**config.mk**
```make
export PLATFORM = sky130hd
export DESIGN_NAME = store_size_rmw
export DESIGN_NICKNAME = d
export VERILOG_FILES = /design/src/rtl/store_size_rmw.sv
export SDC_FILE = /design/constraint.sdc
export NUM_CORES = 1
export LEC_CHECK = 0
export BUFFER_PORTS_ARGS = -buffer_cell sky130_fd_sc_hd__buf_4
export CORE_MARGIN = 2
export CORE_UTILIZATION = 40
export CTS_CLUSTER_SIZE = 20
export DETAILED_ROUTE_END_ITERATION = 8
export PLACE_DENSITY_LB_ADDON = 0.05
export SYNTH_ARGS = -nofsm -noshare
export SYNTH_HDL_FRONTEND = slang
export SYNTH_SLANG_ARGS = --single-unit
```
**constraint.sdc**
```tcl
create_clock -name clk -period 2.7 [get_ports clk]
set_clock_uncertainty 0.05 [all_clocks]
set_input_delay 0.405 -clock clk [delete_from_list [all_inputs] [get_ports clk]]
set_output_delay 0.405 -clock clk [all_outputs]
set_load 0.02 [all_outputs]
```
**src/rtl/store_size_rmw.sv**
```systemverilog
// ---------------------------------------------------------------------------
// StoreSizeRmw -- sub-word store engine using read-modify-write
//
// Purpose:
//   Performs one store of a word, halfword or byte into a word-wide memory.
//   A word store is written directly. A halfword or byte store first reads the
//   containing word, merges the new lane into it, and then writes the whole
//   word back. Lanes are little-endian.
//
// Parameters:
//   RD_LAT     memory read latency in cycles (legal range 1..7).
//
// Ports:
//   clk        system clock, rising edge
//   reset      asynchronous, active-high reset
//   start      one-cycle store request, honoured only while idle
//   ss_sel     store size: 00 word, 01 halfword, 10 byte, 11 word
//   addr       byte address of the store
//   wdata      source data; the low 16 / 8 bits are used for half / byte
//   mem_addr   word-aligned memory address (registered)
//   mem_rdata  memory read data
//   mem_wr     one-cycle memory write strobe (registered)
//   mem_wdata  merged word to write (registered, only meaningful with mem_wr)
//   busy       high whenever the engine is not idle (registered)
//   done       one-cycle completion pulse (registered)
//   misaligned only when STORE_ALIGN_CHECK_EN is defined: one-cycle flag that
//              accompanies done when a store was rejected as misaligned
//
// Build option:
//   STORE_ALIGN_CHECK_EN  when defined, a halfword at an odd address or a word
//                         at a non-multiple-of-4 address is rejected: no read,
//                         no write, done and misaligned pulse together.
//                         When undefined, the halfword lane is chosen by
//                         addr[1] alone and words ignore addr[1:0].
// ---------------------------------------------------------------------------
module store_size_rmw #(
  parameter int RD_LAT = 1
) (
  input  logic        clk,
  input  logic        reset,
  input  logic        start,
  input  logic [1:0]  ss_sel,
  input  logic [31:0] addr,
  input  logic [31:0] wdata,
  output logic [31:0] mem_addr,
  input  logic [31:0] mem_rdata,
  output logic        mem_wr,
  output logic [31:0] mem_wdata,
  output logic        busy,
  output logic        done
`ifdef STORE_ALIGN_CHECK_EN
  ,
  output logic        misaligned
`endif
);

  // FSM encoding
  localparam logic [1:0] IDLE  = 2'd0;
  localparam logic [1:0] READ  = 2'd1;
  localparam logic [1:0] WRITE = 2'd2;
  localparam logic [1:0] DONE  = 2'd3;

  // Store size encodings; 2'b11 falls through to word handling
  localparam logic [1:0] SZ_HALF = 2'b01;
  localparam logic [1:0] SZ_BYTE = 2'b10;

  // Value the read counter starts from so READ lasts exactly RD_LAT cycles
  localparam logic [2:0] READ_LAST = 3'(RD_LAT - 1);

  logic [1:0]  state_q, state_d;
  logic [2:0]  readCnt_q, readCnt_d;
  logic        isHalf_q;
  logic        isByte_q;
  logic [1:0]  lane_q;
  logic [15:0] wdataLow_q;
  logic [31:0] memAddr_q;
  logic        memWr_q;
  logic [31:0] memWdata_q;
  logic        busy_q;
  logic        done_q;

  logic        isHalfIn;
  logic        isByteIn;
  logic        acceptStart;
  logic        badAlign;
  logic [31:0] mergeWord;
  logic [31:0] writeWord;

  // Decode the size of the incoming request. Anything that is neither half
  // nor byte is handled as a full word, which covers the 2'b11 encoding.
  always_comb begin
    isHalfIn = (ss_sel == SZ_HALF);
    isByteIn = (ss_sel == SZ_BYTE);
  end

  // Alignment check on the incoming request. Bytes can never be misaligned.
  // Without the check option every request is treated as aligned, so a half
  // just uses addr[1] and a word ignores the two low address bits.
`ifdef STORE_ALIGN_CHECK_EN
  always_comb begin
    badAlign = 1'b0;
    if (isHalfIn) begin
      badAlign = addr[0];
    end else if (!isByteIn) begin
      badAlign = (addr[1:0] != 2'b00);
    end
  end
`else
  assign badAlign = 1'b0;
`endif

  // Next-state logic. start is only looked at in IDLE, so a request that
  // arrives while busy is simply dropped. READ counts down RD_LAT cycles and
  // the read data is captured on the edge that leaves READ.
  always_comb begin
    state_d     = state_q;
    readCnt_d   = readCnt_q;
    acceptStart = 1'b0;
    case (state_q)
      IDLE: begin
        if (start) begin
          acceptStart = 1'b1;
          if (badAlign) begin
            state_d = DONE;
          end else if (isHalfIn || isByteIn) begin
            state_d   = READ;
            readCnt_d = READ_LAST;
          end else begin
            state_d = WRITE;
          end
        end
      end
      READ: begin
        if (readCnt_q == 3'd0) begin
          state_d = WRITE;
        end else begin
          readCnt_d = readCnt_q - 3'd1;
        end
      end
      WRITE: begin
        state_d = DONE;
      end
      default: begin
        state_d = IDLE;
      end
    endcase
  end

  // Lane merge of the captured source data into the word coming back from
  // memory. Byte lane is addr[1:0]; half lane is addr[1] (0 = low half).
  always_comb begin
    mergeWord = mem_rdata;
    if (isByte_q) begin
      case (lane_q)
        2'd0:    mergeWord[7:0]   = wdataLow_q[7:0];
        2'd1:    mergeWord[15:8]  = wdataLow_q[7:0];
        2'd2:    mergeWord[23:16] = wdataLow_q[7:0];
        default: mergeWord[31:24] = wdataLow_q[7:0];
      endcase
    end else if (isHalf_q) begin
      if (lane_q[1]) begin
        mergeWord[31:16] = wdataLow_q;
      end else begin
        mergeWord[15:0] = wdataLow_q;
      end
    end
  end

  // A word store enters WRITE straight from IDLE and writes the request data
  // as-is; sub-word stores enter WRITE from READ with the merged word.
  always_comb begin
    writeWord = mergeWord;
    if (state_q == IDLE) begin
      writeWord = wdata;
    end
  end

  // State, read counter and request capture. Reset clears everything so an
  // aborted store leaves nothing behind to be written later.
  always_ff @(posedge clk or posedge reset) begin
    if (reset) begin
      state_q    <= IDLE;
      readCnt_q  <= 3'd0;
      isHalf_q   <= 1'b0;
      isByte_q   <= 1'b0;
      lane_q     <= 2'd0;
      wdataLow_q <= 16'd0;
    end else begin
      state_q   <= state_d;
      readCnt_q <= readCnt_d;
      if (acceptStart) begin
        isHalf_q   <= isHalfIn;
        isByte_q   <= isByteIn;
        lane_q     <= addr[1:0];
        wdataLow_q <= wdata[15:0];
      end
    end
  end

  // Registered outputs, decoded from the next state so that each output is
  // valid in the same cycle the FSM sits in the matching state. mem_addr
  // holds its value until the next accepted request; mem_wdata only updates
  // when a write is about to be issued.
  always_ff @(posedge clk or posedge reset) begin
    if (reset) begin
      memAddr_q  <= 32'd0;
      memWr_q    <= 1'b0;
      memWdata_q <= 32'd0;
      busy_q     <= 1'b0;
      done_q     <= 1'b0;
    end else begin
      if (acceptStart) begin
        memAddr_q <= {addr[31:2], 2'b00};
      end
      memWr_q <= (state_d == WRITE);
      if (state_d == WRITE) begin
        memWdata_q <= writeWord;
      end
      busy_q <= (state_d != IDLE);
      done_q <= (state_d == DONE);
    end
  end

`ifdef STORE_ALIGN_CHECK_EN
  logic misaligned_q;

  // The only way to reach DONE directly from IDLE is a rejected request, so
  // that transition is exactly when the misaligned flag should pulse.
  always_ff @(posedge clk or posedge reset) begin
    if (reset) begin
      misaligned_q <= 1'b0;
    end else begin
      misaligned_q <= (state_q == IDLE) && (state_d == DONE);
    end
  end

  assign misaligned = misaligned_q;
`endif

  assign mem_addr  = memAddr_q;
  assign mem_wr    = memWr_q;
  assign mem_wdata = memWdata_q;
  assign busy      = busy_q;
  assign done      = done_q;

endmodule

```
==> impl_results.md, run 1 <==
* Status: complete, no violations
* Hold_buf cts at 0
* Crit path kind: flop to flop
* Maximum VDD drop at 502 uV
* 1st-pass router iterations at 4
* Synthesis-to-layout area growth at 35.0%
* Count leader, synth: dfrtp_1
* Initial antenna violation count at 0
* Sequential area share after synthesis at 52.8%
* Vias per std cell at 5.18
* Routed wire length at 11400 um
* DP Cell Count at 638
* Gr busiest metal: met2
* Final WS setup at approximately 0.65 ns
* Final period util at 75.8%
* # resized after CTS at 0
* Die Area at 0.0115 mm2
* # setup viols final at 0
* Leakage at approximately 2.8 nW
* TritonCTS buffer count at 9
* Synth top area share at 52.8%
* Cell at the slowest stage of the critical path: nor2b_2
* Post-Synth XOR/XNOR Area at 0%
* Met1 Usage GRT at 27.2%
* Critical Path Max Stage Delay at 0.57 ns
* Worst Path Arrival at roughly 2.2 ns
* Die width at 107 um
* Vias at ~3400
* Core area at 0.0103 mm2
* PnR Total Power at roughly 7.1 mW
* Fin. Hold Viols at 0
* CP delay by family, top: compound AO/OA/AOI/OAI gates
* MaxCap Viol Count at 0
* Post-synthesis simple-gate area fraction at ~8.1%
* Clk slew on worst S/H paths at 0.10 ns
* Worst slew pin tran at 0.664 ns
* Pwr dens at 1230 mW/mm2
* Sw frac at 42.8%
* Starting Density at about two fifths
* Endpoint class of the critical path: flop
* Int Power at 4.05 mW
* Final Util at 55.8%
* Vias in the first global route at 3541
* Total gr overflow at 0
* Predominant post-synthesis flop cell: dfrtp_1
* DRC violations left at 0
* DR iter-0 viols at 92
* Post-synth EDFFs at 0
* Post-DP HPWL at 8140 um
* Sink Count at 90
* Async SR Flop Fraction at 100%
* Synth area leaders: dfrtp_1, mux2_2, o211ai_2
* Post-layout min period at 2.05 ns
* Worst-path cell chain: nor2b_2 > o21ai_4 > a221oi_1 > o21ai_0
* CP Buf/Inv Count at 0
* Clock Latency Late Sink at 0.35 ns
* Placement Setup Slack at 0.653 ns
* Seq cells post-synth at 90
* Antenna Cells at 0
* Type of origin of the critical path: flop
* Post-CTS Setup Bufs at 0
* I/O pins at 168
* Routed len/inst at between 15 and 20 um
* Largest net degree at the start of global routing at 91
* Combinational group share of total power at 51.7%
* Max FO, Critical Path at 10
* Fin Setup TNS at 0 ns
* Slew HR at 55.5%
* Power share of the sequential group at 35.9%
* Hold crit path type: input port to async pin
* Leading area contributor after synthesis: dfrtp_1
* Fmax at 489 MHz
* Compound-cell area share of the yosys netlist at 16.3%
* Adder-Cell Fraction of Synth Area at 1.17%
* RSZ-0062 raised after global routing: no
* Synth unique cells at 39
* Placer Congestion at 0.857
* Slew Limit Fails at 0
* Fin cells at 654
* Synth Cell Area at ~0.0043 mm2
* Clock power frac at 12.5%
* First-pass GRT wire length at 17800 um
* M2 GR Usage at 31.3%
* Final antenna-violating net count at 0
* Final net count at 618
* Ys Warns at 0
* Met3 Usage GRT at 4.78%
* Multiplexer share of the synthesized area at 16.7%
* Layout cell share with drive strength beyond 1 at 49.8%
* CTS tree: done
* Syn avg cell area at between 10 and 15 um2
* Row count at 37
* Buffer depth of the longest clock path at 2
* Die Span Y at 107 um
* Root Buffer: clkbuf_8
* Syn Inst Count at 357
* # port buffers at 165
* Total GRT Usage at 20.1%
* CTS H-tree depth at 3
* Commonest cells in the netlist: dfrtp_1, mux2_2, nand2_1
* Main combinational cell family by area after synthesis: multiplexers
* Required time of the critical path at between 2 and 3 ns
* P_sw at 3.03 mW
==> cell families after synthesis <==
group           count (synthesis)
compound gates                 88
simple gates                   72
mux                            65
fa+ha+maj                       4
buf+inv                        37
other cells                     1
flops                          90
==> final cells by class <==
| type | instances | area, um2 |
|---|---|---|
| clock buffer | 11 | 151 |
| clock inverter | 5 | 38.8 |
| fill | 924 | 4560 |
| inverter | 11 | 50.0 |
| multi-input combinational | 231 | 1810 |
| sequential | 90 | 2250 |
| tap | 136 | 170 |
| timing repair buffer | 170 | 1290 |
==> tightest hold or removal path: stages <==
cell and delay (ns):
buf_4 0.12, clkinvlp_4 0.07, buf_12 0.39
==> path summary, 6_finish.rpt <==
path | slack [ns] | startpoint | cells after the start | endpoint
worst max-delay path | 0.65 | isByte_q$_DFFE_PP0P_ | 4 | mem_wdata[29]$_DFFE_PP0N_
worst min-delay path | 0.12 | reset | 3 | mem_addr[14]$_DFFE_PP0P_
worst max register to register | 0.65 | isByte_q$_DFFE_PP0P_ | 4 | mem_wdata[29]$_DFFE_PP0N_
worst min register to register | 0.44 | mem_addr[20]$_DFFE_PP0P_ | 1 | mem_addr[20]$_DFFE_PP0P_
max in group asynchronous | 2.11 | reset | 3 | mem_wdata[13]$_DFFE_PP0N_
min in group clk | 0.21 | addr[20] | 2 | mem_addr[20]$_DFFE_PP0P_
==> cell usage in the layout, fill, tap and decap left out, types with 2 or more instances in the layout <==
master        n
clkinv_4      4
mux2i_1      16
nand3b_1      2
ha_1          4
nor2_1        4
mux2_1        4
clkinvlp_4    2
dfrtp_1      90
buf_4       169
o21ai_1      14
a221oi_1     15
a22o_1        6
nand2_1      38
o211ai_2     16
o21ai_0      24
a21oi_1       4
mux2_2       45
conb_1        2
clkbuf_8     11
o21ai_4       3
nand3_1      18
inv_1         9
==> flip-flops by register name, summed over array words and instances (netlist names) <==
register    count
done            1
isHalf_q        1
lane_q          2
mem_wr          1
mem_addr       30
isByte_q        1
readCnt_q       3
busy            1
wdataLow_q     16
mem_wdata      32
state_q         2
==> metrics by stage <==
step / hold WS [ns] / instance area (um2)
finish: 0.123 / 5760
global route: 0.170 / 5760
CTS: 0.148 / 5760
detailed placement: 0.423 / 5570
global placement: 0.411 / 5570
floorplan: 0.393 / 4280
==> routing by layer <==
metal	vias to the layer above	share of wire, %	wire length (um)
met3	13	8.1	919
met1	1635	43	4930
met5	-	0	0
li1	1601	-	-
met2	136	47	5350
met4	0	1.6	179
==> power by group through the flow <==
stage	clock [mW]	combinational, mW	sequential, mW
finish	0.884	3.66	2.54
global route	0.971	3.98	2.63
CTS	0.904	3.71	2.55
detailed placement	0	3.71	2.57
global placement	0	3.65	2.54
floorplan	0	1.97	2.97
No activity file was read; power rests on OpenSTA's default activity.
==> inputs of run 2 (changes only) <==
--- a/config.mk
+++ b/config.mk
@@ -5,6 +5,7 @@
 export SDC_FILE = /design/constraint.sdc
 export NUM_CORES = 1
 export LEC_CHECK = 0
+export ABC_AREA = 1
 export BUFFER_PORTS_ARGS = -buffer_cell sky130_fd_sc_hd__buf_4
 export CORE_MARGIN = 2
 export CORE_UTILIZATION = 40
==> constraint.sdc (replaced) <==
create_clock -name clk -period 1.7 [get_ports clk]
set_clock_uncertainty 0.05 [all_clocks]
set_input_delay 0.255 -clock clk [delete_from_list [all_inputs] [get_ports clk]]
set_output_delay 0.255 -clock clk [all_outputs]
set_load 0.02 [all_outputs]
==> impl_results.md, run 2 <==
* Synth unique cells at 26
* Required time of the critical path at 1.88 ns
* Vias at around 4900
* Die Span Y at 115 um
* Worst Path Arrival at 1.73 ns
* Core area at 0.0120 mm2
* Row count at 40
* Crit. path cell count at 10
* Routed wire length at 14800 um
* Post-DP HPWL at 10600 um
* Synth Cell Area at 0.00492 mm2
* 1st-pass router iterations at 6
* Reg2Reg Depth at 10
* Critical path startpoint: readCnt_q[0]$_DFFE_PP0P_
* Post-layout min period at around 1.6 ns
* Antenna Cells at 0
* Vias per std cell at between 5 and 6
* Fin Setup TNS at 0 ns
* Routed len/inst at 15.9 um
* Die width at 115 um
* Max FO, Critical Path at 20
* Reg-to-reg slack, setup at 0.15 ns
* First-pass GRT wire length at approximately 24000 um
* Final Util at 55.6%
* Fmax at 644 MHz
* Synth top area share at 45.8%
* DRC violations left at 0
* Initial antenna violation count at 0
* Syn Inst Count at 621
* Endpoint class of the critical path: flop
* TritonCTS buffer count at 9
* MaxCap Viol Count at 0
* Total gr overflow at 0
* Sink Count at 90
* Fin Hold WS at -0.0299 ns
* Most common cell after layout, fill and taps aside: nand2_1
* Maximum VDD drop at 1050 uV
* Syn avg cell area at between 7 and 8 um2
* Final antenna-violating net count at 0
* Fin cells at 934
* I/O pins at around 170
* Placer Congestion at 0.823
* Ys Warns at 0
* Predominant post-synthesis flop cell: dfrtp_1
* Vias in the first global route at just under 5000
* Die Area at 0.0132 mm2
* DR iter-0 viols at 380
* Largest net degree at the start of global routing at 91
* Post-CTS Setup Bufs at 0
* Violated checks: hold timing
* Slew HR at 66.3%
* Pwr dens at 2050 mW/mm2
* Count leader, synth: nand2_1
* Leading area contributor after synthesis: dfrtp_1
* Synthesis-to-layout area growth at 35.7%
* Crit path top cell by count: nand2_1
* Critical Path Max Stage Delay at between 0.3 and 0.4 ns
* Type of origin of the critical path: flop
* Hold_buf cts at 0
* Clock Latency Late Sink at 0.34 ns
* Worst r2r src: readCnt_q[0]$_DFFE_PP0P_
* DP Cell Count at 917
* Worst setup path end: mem_wdata[15]$_DFFE_PP0N_
* Slew Limit Fails at 0
* Final period util at 91.4%
* Most frequent cells in the layout: nand2_1, buf_4, nand3_1
* Crit path kind: flop to flop
* # setup viols final at 0
* Layout cell share with drive strength beyond 1 at 32.3%
* Placed Area at 0.00636 mm2
* Sequential area share after synthesis at 45.8%
* Starting Density at 40.9%
* Synth area leaders: dfrtp_1, nand2_1, nand3_1
* CP Buf/Inv Count at 2
* Cell at the slowest stage of the critical path: dfrtp_1
* Commonest cells in the netlist: nand2_1, nand3_1, dfrtp_1
* Post-synth EDFFs at 0
* Seq cells post-synth at 90
* CTS H-tree depth at 3
* Finished Cell Area at about 0.0067 mm2
* FF-to-FF End: mem_wdata[15]$_DFFE_PP0N_
* Worst-path cell chain: inv_1 > ha_1 > nand2_1 > nand2_1 > nand2_1 > nand2_2 > nand2_4 > buf_8 > nand2_1 > nand2_1
* Final net count at about 900
* Buffer depth of the longest clock path at 2
* # resized after CTS at 0
* Leakage at 3.51 nW
* Max reg flops at 32
* Hold crit path type: input port to async pin
* # port buffers at 165
* Status: finished, violations left
* Total GRT Usage at 23.0%
* Async SR Flop Fraction at 100%
* Clk slew on worst S/H paths at 0.06 ns
* CP delay by family, top: simple AND/OR/NAND/NOR gates
* Root Buffer: clkbuf_16
* Worst slew pin tran at 0.505 ns
* Fin. Hold Viols at 9
* CTS tree: done
[run 2: kinds of logic (layout without fill, tap and decap cells)]
family	Yosys count	after routing	synth area share [%]
muxes	47	47	10.8
AOI/OAI and AO/OA	8	8	0.840
DFF	90	90	45.8
and+or+nand+nor	413	413	35.9
other	1	2	0.0763
adders and majority gates	4	4	1.02
buffers and inverters	58	223	5.57
[run 2: worst min-delay path by stage]
stage	startpoint	to	slack, ns	depth (start not counted)
6_report	reset	mem_wdata[17]$_DFFE_PP0N_	-0.03	3
5_1_grt	reset	mem_wdata[14]$_DFFE_PP0N_	0.04	3
4_1_cts	reset	mem_addr[21]$_DFFE_PP0P_	0.02	3
3_5_place_dp	reset	mem_wdata[19]$_DFFE_PP0N_	0.39	3
3_3_place_gp	reset	mem_wdata[17]$_DFFE_PP0N_	0.39	3
2_1_floorplan	addr[17]	mem_addr[17]$_DFFE_PP0P_	0.34	1
[run 2: report_power, final]
| group | internal (mW) | total (mW) | switching, mW | leakage (nW) |
|---|---|---|---|---|
| Combinational | 3.16 | 7.73 | 4.57 | 2.29 |
| Sequential | 3.21 | 4.09 | 0.879 | 1.09 |
| Clock | 1.03 | 1.87 | 0.837 | 0.137 |
[run 2: worst register-to-register path, delay by kind of cell, from the launching register on]
| family | cells | cell delay (ns) |
|---|---|---|
| buffers and inverters | 2 | 0.30 |
| AND/OR/NAND/NOR | 7 | 0.56 |
| adder cells (fa/ha/maj) | 1 | 0.18 |
| flip-flops | 1 | 0.36 |
[run 2: layout make-up]
class,count,area [um2]
flip-flops and latches,90,2250
inverters,17,82.6
repair inverters,1,8.76
fillers,1138,5340
clock inverters,4,27.5
clock buffers,12,246
well taps,147,184
multi-input cells,474,2400
repair buffers,189,1470
[run 2: layer usage]
layer,vias up,part of all wire (%),GRT usage [%]
met5,-,0,0
met4,0,2.3,8.76
met3,28,7.8,5.38
met2,217,48,38.0
met1,2309,42,29.3
li1,2361,-,-
[run 2: per-stage QoR]
| stage | power [mW] | setup slack (ns) |
|---|---|---|
| 6_report | 13.7 | 0.146 |
| 5_1_grt | 14.8 | -0.00173 |
| 4_1_cts | 13.6 | 0.00776 |
| 3_5_place_dp | 11.7 | 0.0256 |
| 3_3_place_gp | 11.5 | 0.0775 |
| 2_1_floorplan | 8.89 | 0.275 |
==> inputs of run 3 (changes only) <==
--- a/config.mk
+++ b/config.mk
@@ -8,7 +8,7 @@
 export ABC_AREA = 1
 export BUFFER_PORTS_ARGS = -buffer_cell sky130_fd_sc_hd__buf_4
 export CORE_MARGIN = 2
-export CORE_UTILIZATION = 40
+export CORE_UTILIZATION = 46
 export CTS_CLUSTER_SIZE = 20
 export DETAILED_ROUTE_END_ITERATION = 8
 export PLACE_DENSITY_LB_ADDON = 0.05
==> impl_results.md, run 3 (synthesized netlist as in run 2, its figures left out) <==
* Synthesis-to-layout area growth at 34.8%
* Worst Path Arrival at 1.79 ns
* Layout cell share with drive strength beyond 1 at 32.6%
* Post-DP HPWL at 10500 um
* Crit path top cell by count: nand2_1
* CTS tree: done
* Most frequent cells in the layout: nand2_1, buf_4, nand3_1
* Slew Limit Fails at 0
* Fin. Hold Viols at 0
* Reg2Reg Depth at 7
* Fin Setup TNS at 0 ns
* Core area at about 0.010 mm2
* Final period util at roughly 92%
* Type of origin of the critical path: flop
* Final WS setup at between 0.1 and 0.15 ns
* Placement Setup Slack at roughly 0.014 ns
* Endpoint class of the critical path: flop
* DR iter-0 viols at around 370
* RSZ-0062 raised after global routing: no
* Reg-to-reg slack, setup at ~0.13 ns
* Max reg flops at 32
* Worst r2r src: lane_q[1]$_DFFE_PP0P_
* Die Area at 0.0115 mm2
* Crit. path cell count at 7
* Critical Path Max Stage Delay at ~0.57 ns
* Hold crit path type: input port to flop
* Clock Latency Late Sink at 0.37 ns
* Buffer depth of the longest clock path at 2
* Status: complete, no violations
* TritonCTS buffer count at 9
* Die width at 107 um
* Post-layout min period at 1.57 ns
* FF-to-FF End: mem_wdata[16]$_DFFE_PP0N_
* Starting Density at a little under half
* Crit path kind: flop to flop
* CTS H-tree depth at 3
* Worst-path cell chain: nand2_2 > nand2_1 > nand3_1 > nand3_1 > nand2_1 > nand2_1 > nand2_1
* Final net count at 889
* Fin Hold WS at 0.0394 ns
* Total gr overflow at 0
* Routed wire length at 14600 um
* Fmax at 636 MHz
* Required time of the critical path at 1.92 ns
* Vias at 4878
* Root Buffer: clkbuf_8
* Leakage at 3.50 nW
* Largest net degree at the start of global routing at 34
* Vias in the first global route at 4674
* 1st-pass router iterations at 5
* # setup viols final at 0
* Clk slew on worst S/H paths at approximately 0.09 ns
* CP Buf/Inv Count at 0
* I/O pins at 168
* Pwr dens at around 2000 mW/mm2
* Placer Congestion at 0.913
* Antenna Cells at 0
* Maximum VDD drop at roughly 1200 uV
* First-pass GRT wire length at 23200 um
* Max FO, Critical Path at 16
* DRC violations left at 0
* Initial antenna violation count at 0
* Placed Area at 0.00636 mm2
* Most common cell after layout, fill and taps aside: nand2_1
* Cell at the slowest stage of the critical path: dfrtp_1
* MaxCap Viol Count at 0
* Worst setup path end: mem_wdata[16]$_DFFE_PP0N_
* # port buffers at 165
* Total GRT Usage at 25.9%
* Critical path startpoint: lane_q[1]$_DFFE_PP0P_
* Finished Cell Area at 0.00663 mm2
* Row count at 37
* Vias per std cell at ~5.3
* Die Span Y at ~110 um
* Sink Count at 90
* Routed len/inst at 15.8 um
* Hold path cells at 2
* CP delay by family, top: simple AND/OR/NAND/NOR gates
* Final Util at 63.9%
* Final antenna-violating net count at 0
-- run 3: cell count changes in the layout (fill, tap and decap cells not counted), moves of 2 or more --
cell,before,now
buf_4,184,187
bufinv_16,0,2
clkbuf_1,2,0
clkbuf_16,9,0
clkbuf_8,1,11
clkinv_4,2,0
-- run 3: report_power, final --
| group | switching, mW | internal, mW | total, mW | leakage [nW] |
|---|---|---|---|---|
| clock network | 0.794 | 0.904 | 1.70 | 0.116 |
| logic | 4.53 | 3.14 | 7.67 | 2.29 |
| registers | 0.878 | 3.21 | 4.08 | 1.09 |
| total | 6.20 | 7.25 | 13.5 | 3.50 |
-- run 3: worst min path at each step --
stage | endpoint | from | slack (ns)
finish | mem_addr[3]$_DFFE_PP0P_ | addr[3] | 0.04
global route | mem_addr[3]$_DFFE_PP0P_ | addr[3] | 0.04
CTS | mem_addr[3]$_DFFE_PP0P_ | addr[3] | 0.04
detailed placement | mem_addr[4]$_DFFE_PP0P_ | reset | 0.24
global placement | mem_addr[10]$_DFFE_PP0P_ | reset | 0.24
floorplan | mem_addr[17]$_DFFE_PP0P_ | addr[17] | 0.34
-- run 3: stage by stage --
stage               power (mW)  std cells
finish                    13.5        924
global placement          11.5        907
detailed placement        11.7        907
floorplan                 8.89        622
CTS                       13.4        923
global route              14.5        924
-- run 3: cell type report --
cell class | count | area (um2)
fill | 928 | 3740
multi-input combinational | 474 | 2400
sequential | 90 | 2250
timing repair buffer | 192 | 1490
tap | 136 | 170
clock buffer | 11 | 151
inverter | 17 | 80.1
clock inverter | 4 | 73.8
-- run 3: per-layer routing --
metal  up-vias  GRT usage (%)  share of wire [%]
li1       2365              -                  -
met5         -              0                  0
met1      2278           34.3                 42
met3        18           6.60                9.2
met2       217           42.5                 48
met4         0           6.96                1.5
-- run 3: what timing repair did --
item                       CTS  global route
hold buffers                 1             0
setup endpoints to repair    0            35
hold endpoints to repair    16             0
resized for setup            0             9
buffers inserted             0             1
